**config.mk**
```make
export PLATFORM = sky130hd
export DESIGN_NAME = weight_mem_loader
export DESIGN_NICKNAME = d
export VERILOG_FILES = /design/src/rtl/weight_mem_loader.sv
export SDC_FILE = /design/constraint.sdc
export NUM_CORES = 1
export LEC_CHECK = 0
export BUFFER_PORTS_ARGS = -buffer_cell sky130_fd_sc_hd__buf_2
export CORE_UTILIZATION = 54
export DETAILED_ROUTE_END_ITERATION = 16
export MAX_ROUTING_LAYER = met4
export PLACE_DENSITY_LB_ADDON = 0.25
export SLEW_MARGIN = 20
export SYNTH_ARGS = -nofsm -noshare
export SYNTH_HDL_FRONTEND = slang
export SYNTH_SLANG_ARGS = --single-unit
```
**constraint.sdc**
```tcl
create_clock -name clk -period 4.3 [get_ports clk]
set_input_delay 0.215 -clock clk [delete_from_list [all_inputs] [get_ports clk]]
set_output_delay 0.215 -clock clk [all_outputs]
set_load 0.02 [all_outputs]
```
**src/rtl/weight_mem_loader.sv**
```systemverilog
// ---------------------------------------------------------------------------
// weight_mem_loader
//
// Write-side sequencer for the per-neuron weight memories of a fully
// connected layer. Accepts a valid/ready stream of fixed-point weights and
// turns each accepted word into a one-cycle write (wen/wadd/win) to the
// selected neuron's memory, filling addresses 0..numWeight-1. With load_all
// set, it rolls on through every following neuron up to numNeuron-1 with no
// bubble between neurons.
//
// Ports
//   clk        : clock, rising edge
//   rst        : asynchronous active-high reset
//   start      : one-cycle load request, honoured only when idle
//   neuron_sel : first neuron to load (sampled with start)
//   load_all   : 1 = continue through the last neuron (sampled with start)
//   s_valid    : stream word valid
//   s_data     : stream weight
//   s_ready    : loader accepts a word this cycle
//   wen        : one-hot write enable, bit i = neuron memory i
//   wadd       : write address
//   win        : write data, bit-exact copy of the accepted word
//   busy       : request in progress (LOAD or DONE)
//   done       : one-cycle pulse when the whole request completes
//   err        : one-cycle pulse after a start with an out-of-range select
// ---------------------------------------------------------------------------
module weight_mem_loader #(
  parameter int numWeight    = 30,
  parameter int numNeuron    = 10,
  parameter int dataWidth    = 16,
  parameter int addressWidth = $clog2(numWeight),
  parameter int neuronWidth  = $clog2(numNeuron)
) (
  input  logic                    clk,
  input  logic                    rst,
  input  logic                    start,
  input  logic [neuronWidth-1:0]  neuron_sel,
  input  logic                    load_all,
  input  logic                    s_valid,
  input  logic [dataWidth-1:0]    s_data,
  output logic                    s_ready,
  output logic [numNeuron-1:0]    wen,
  output logic [addressWidth-1:0] wadd,
  output logic [dataWidth-1:0]    win,
  output logic                    busy,
  output logic                    done,
  output logic                    err
);

  typedef enum logic [1:0] {
    S_IDLE,
    S_LOAD,
    S_DONE
  } state_t;

  localparam logic [addressWidth-1:0] LAST_ADDR = addressWidth'(numWeight - 1);
  localparam logic [neuronWidth-1:0]  LAST_SEL  = neuronWidth'(numNeuron - 1);

  state_t                  r_state;
  state_t                  w_next_state;
  logic                    w_beat;
  logic                    w_sel_ok;

  logic [neuronWidth-1:0]  r_sel;
  logic                    r_all;
  logic [addressWidth-1:0] r_addr;
  logic                    r_ready;
  logic [numNeuron-1:0]    r_wen;
  logic [addressWidth-1:0] r_wadd;
  logic [dataWidth-1:0]    r_win;
  logic                    r_err;

  assign w_sel_ok = (neuron_sel <= LAST_SEL);

  // State register.
  // NOTE: sequential state uses non-blocking (<=) so every flop samples the
  // pre-edge values of the others; blocking here would create order-dependent
  // behaviour between always blocks.
  always_ff @(posedge clk or posedge rst) begin
    if (rst) begin
      r_state <= S_IDLE;
    end else begin
      r_state <= w_next_state;
    end
  end

  // Next-state decode. r_ready drops on the final beat, so the cycle in LOAD
  // with r_ready low is the one where the last write is on the port; the FSM
  // moves to DONE only after that write has been presented.
  always_comb begin
    // NOTE: every signal driven here gets a default first so no path leaves
    // it unassigned, which would otherwise infer a latch.
    w_next_state = r_state;
    w_beat       = 1'b0;
    case (r_state)
      S_IDLE: begin
        if (start && w_sel_ok) begin
          w_next_state = S_LOAD;
        end
      end
      S_LOAD: begin
        w_beat = s_valid && r_ready;
        if (!r_ready) begin
          w_next_state = S_DONE;
        end
      end
      S_DONE: begin
        w_next_state = S_IDLE;
      end
      default: begin
        w_next_state = S_IDLE;
      end
    endcase
  end

  // Datapath: request capture, address/neuron sequencing and the registered
  // write port. wen defaults to zero every cycle so a write lasts exactly one
  // cycle; wadd/win simply hold between writes.
  always_ff @(posedge clk or posedge rst) begin
    if (rst) begin
      r_sel   <= '0;
      r_all   <= 1'b0;
      r_addr  <= '0;
      r_ready <= 1'b0;
      r_wen   <= '0;
      r_wadd  <= '0;
      r_win   <= '0;
      r_err   <= 1'b0;
    end else begin
      r_wen <= '0;
      r_err <= 1'b0;

      if (r_state == S_IDLE && start) begin
        if (w_sel_ok) begin
          r_sel   <= neuron_sel;
          r_all   <= load_all;
          r_addr  <= '0;
          r_ready <= 1'b1;
        end else begin
          r_err   <= 1'b1;
        end
      end

      if (w_beat) begin
        r_wen  <= numNeuron'(1) << r_sel;
        r_wadd <= r_addr;
        r_win  <= s_data;
        if (r_addr == LAST_ADDR) begin
          r_addr <= '0;
          // Chain straight into the next neuron; s_ready stays high so the
          // next word can be taken in the very next cycle.
          if (r_all && (r_sel != LAST_SEL)) begin
            r_sel <= r_sel + neuronWidth'(1);
          end else begin
            r_ready <= 1'b0;
          end
        end else begin
          r_addr <= r_addr + addressWidth'(1);
        end
      end
    end
  end

  assign s_ready = r_ready;
  assign wen     = r_wen;
  assign wadd    = r_wadd;
  assign win     = r_win;
  assign busy    = (r_state != S_IDLE);
  assign done    = (r_state == S_DONE);
  assign err     = r_err;

endmodule

```
==> metrics.cfg <==
[run_status]
status = finished, final reports clean

[clock_tree]
cts_buffer_depth = 2
path_clk_slew_ps = 130
numCtsBuffers = 5
cts_tree = yes
cts_sinks = 45
root_buffer = clkbuf_4
h-tree-depth = 2
ctsResizeCount = 0
clk_latency_ps = 350

[logic_synthesis]
ys_async_sr_fraction_pct = 100
yosysTopAreaCell = dfrtp_1
yosys.area.top_type_share_pct = 58.3
ys_seq_elements = 45
synth_edf_count = 0
syn_nets = 221
synth_area_per_cell_sq_um = 10.3
synth_area_leaders = dfrtp_1, nand2_1, ha_1
netlist_area_sq_mm = 0.00193
synth_flop_cell = dfrtp_1
ys_warn_count = 0
ys_seq_area_share_pct = 58.3
synth_common_cells = nand2_1, dfrtp_1, ha_1
synth_most_common_cell = nand2_1
synth_cell_type_count = 39
postSynthCellCount = 188

[timing]
tns_ps = 0
hold_viol = 0
layout_setup_ws_ps = 2340
period_needed_ps = 1960
fmax_ghz = 0.509
finalSetupViolCount = 0
rsz0062_at_grt = false
post-route-period-util_pct = 45.7
skew_ps = 11.3
slew_headroom_pct = 38.5
worst_slew_pin_slew_ps = 922
maxSlewViolCount = 0

[worst_setup_path]
crit_path_end_kind = flop
critical_path_arrival_ps = 2190
required_ps = 4530
critical_path_class = reg2reg
critPathLaunchType = flop
path_max_fanout = 24

[place]
place.detailed.hpwl_um = 2530
gp_congestion = 0.762
place_ws_ps = 2340
port_buffers = 59
postPlaceCellArea_sq_mm = 0.00226

[grt]
grt_pass1_wl_um = 5470
grt_use_total_pct = 20.5
grt_pass1_vias = 1302
grt_overflow = 0
antenna_found_initial = 0
grt_max_degree = 46

[power_and_ir_drop]
power-per-cell-area_mw_per_mm2 = 586
total_power_uw = 1370
p_leak_uw = 0.00130
vdd_drop_max_uv = 311

[layout]
area_growth_syn_to_layout_pct = 20.7
finalInstanceArea_sq_mm = 0.00233
drive_gt1_share_pct = 29.5
n_antenna_cell = 0
final_util_pct = 68.8
nets = 283

[detailed_routing]
vias = 1530
viasPerCell = 5.15
firstDrtPassIters = 4
drc_errors = 0
routedWlPerCell_um = 11.7
wirelength_um = 3490
ant_nets = 0
drtIter0Drc = 49

[worst_hold_path]
hold_path_class = in2reg

[die]
core-area_sq_mm = 0.00339
die-area_sq_mm = 0.00382
rows = 21
ios = 60
die_y_um = 61.8
die_w_um = 61.8
initial_core_util_pct = 57.0

[job]
drv_cap = 0

## final cells by class
cell class / count / area (sq um)
Inverter: 6 / 22.5
Clock inverter: 2 / 15.0
Tap cell: 46 / 57.6
Timing Repair Buffer: 62 / 320
Sequential cell: 45 / 1130
Fill cell: 267 / 1060
Clock buffer: 6 / 41.3
Multi-Input combinational cell: 130 / 748
## registers in the layout (all words and copies together), names as in the netlist
name     cells
win         16
wen         10
r_addr       5
wadd         5
r_sel        4
r_state      2
err          1
r_all        1
s_ready      1
## repair_timing
action	CTS	global route
hold buffers	1	0
endpoints found under the hold margin	45	0
setup buffers	0	0
setup endpoints to repair	0	0
## logic make-up (layout without fill, tap and decap cells)
logic type	count (synthesis)	in the layout	share of synthesized area, %
simple gates	100	100	25.4
flops	45	45	58.3
compound gates	18	18	6.15
buf+inv	13	76	2.98
fa+ha+maj	8	8	5.18
xor+xnor	2	2	0.907
mux	2	2	1.10
## worst max-delay path, cell delays in order, from the launching register on
cell,delay [ps]
dfrtp_1,460
and4b_1,890
nand4_4,250
o221ai_1,130
o21ai_0,110
## final timing paths
path,start,end,slack (ps),depth (start not counted)
setup / recovery,r_state[1],r_sel[3],2340,4
setup reg to reg,r_state[1],r_sel[3],2340,4
max in group asynchronous,rst,r_all,3410,4
hold / removal,s_data[8],win[8],40,3
hold reg to reg,win[14],win[14],490,2
min in group asynchronous,rst,wen[5],510,4
## report_power, final
part,internal [uW],switching [uW],leakage (uW)
Combinational,189,320,0.000701
Clock,64.0,131,0.0000245
Sequential,550,112,0.000575
## placed cells by master, fill, tap and decap left out, types with 2 or more instances in the layout
cell        netlist  final
nand2_1          64     64
buf_2             4     59
dfrtp_1          45     45
ha_1              8      8
and3_1            6      6
nand3_1           6      6
o21ai_0           5      5
inv_1             6      5
nor2_1            5      5
clkbuf_4          0      5
a31oi_1           2      2
nor3b_1           2      2
and2_1            2      2
nor4_1            2      2
nand3b_1          2      2
a22oi_1           2      2
a21oi_1           2      2
xor2_1            2      2
clkinvlp_4        0      2
buf_4             1      2
## metal layers
| layer | GRT usage (%) | wire [um] |
|---|---|---|
| met1 | 25.1 | 1670 |
| met2 | 33.0 | 1580 |
| met3 | 4.55 | 183 |
| met4 | 8.57 | 49 |
| met5 | - | 0 |
## per-stage QoR
step,std cells,hold slack [ps]
floorplan,188,320
global placement,288,374
detailed placement,288,383
CTS,297,26.9
global route,297,26.2
finish,297,41.9
No activity file was read; power rests on OpenSTA's default activity.
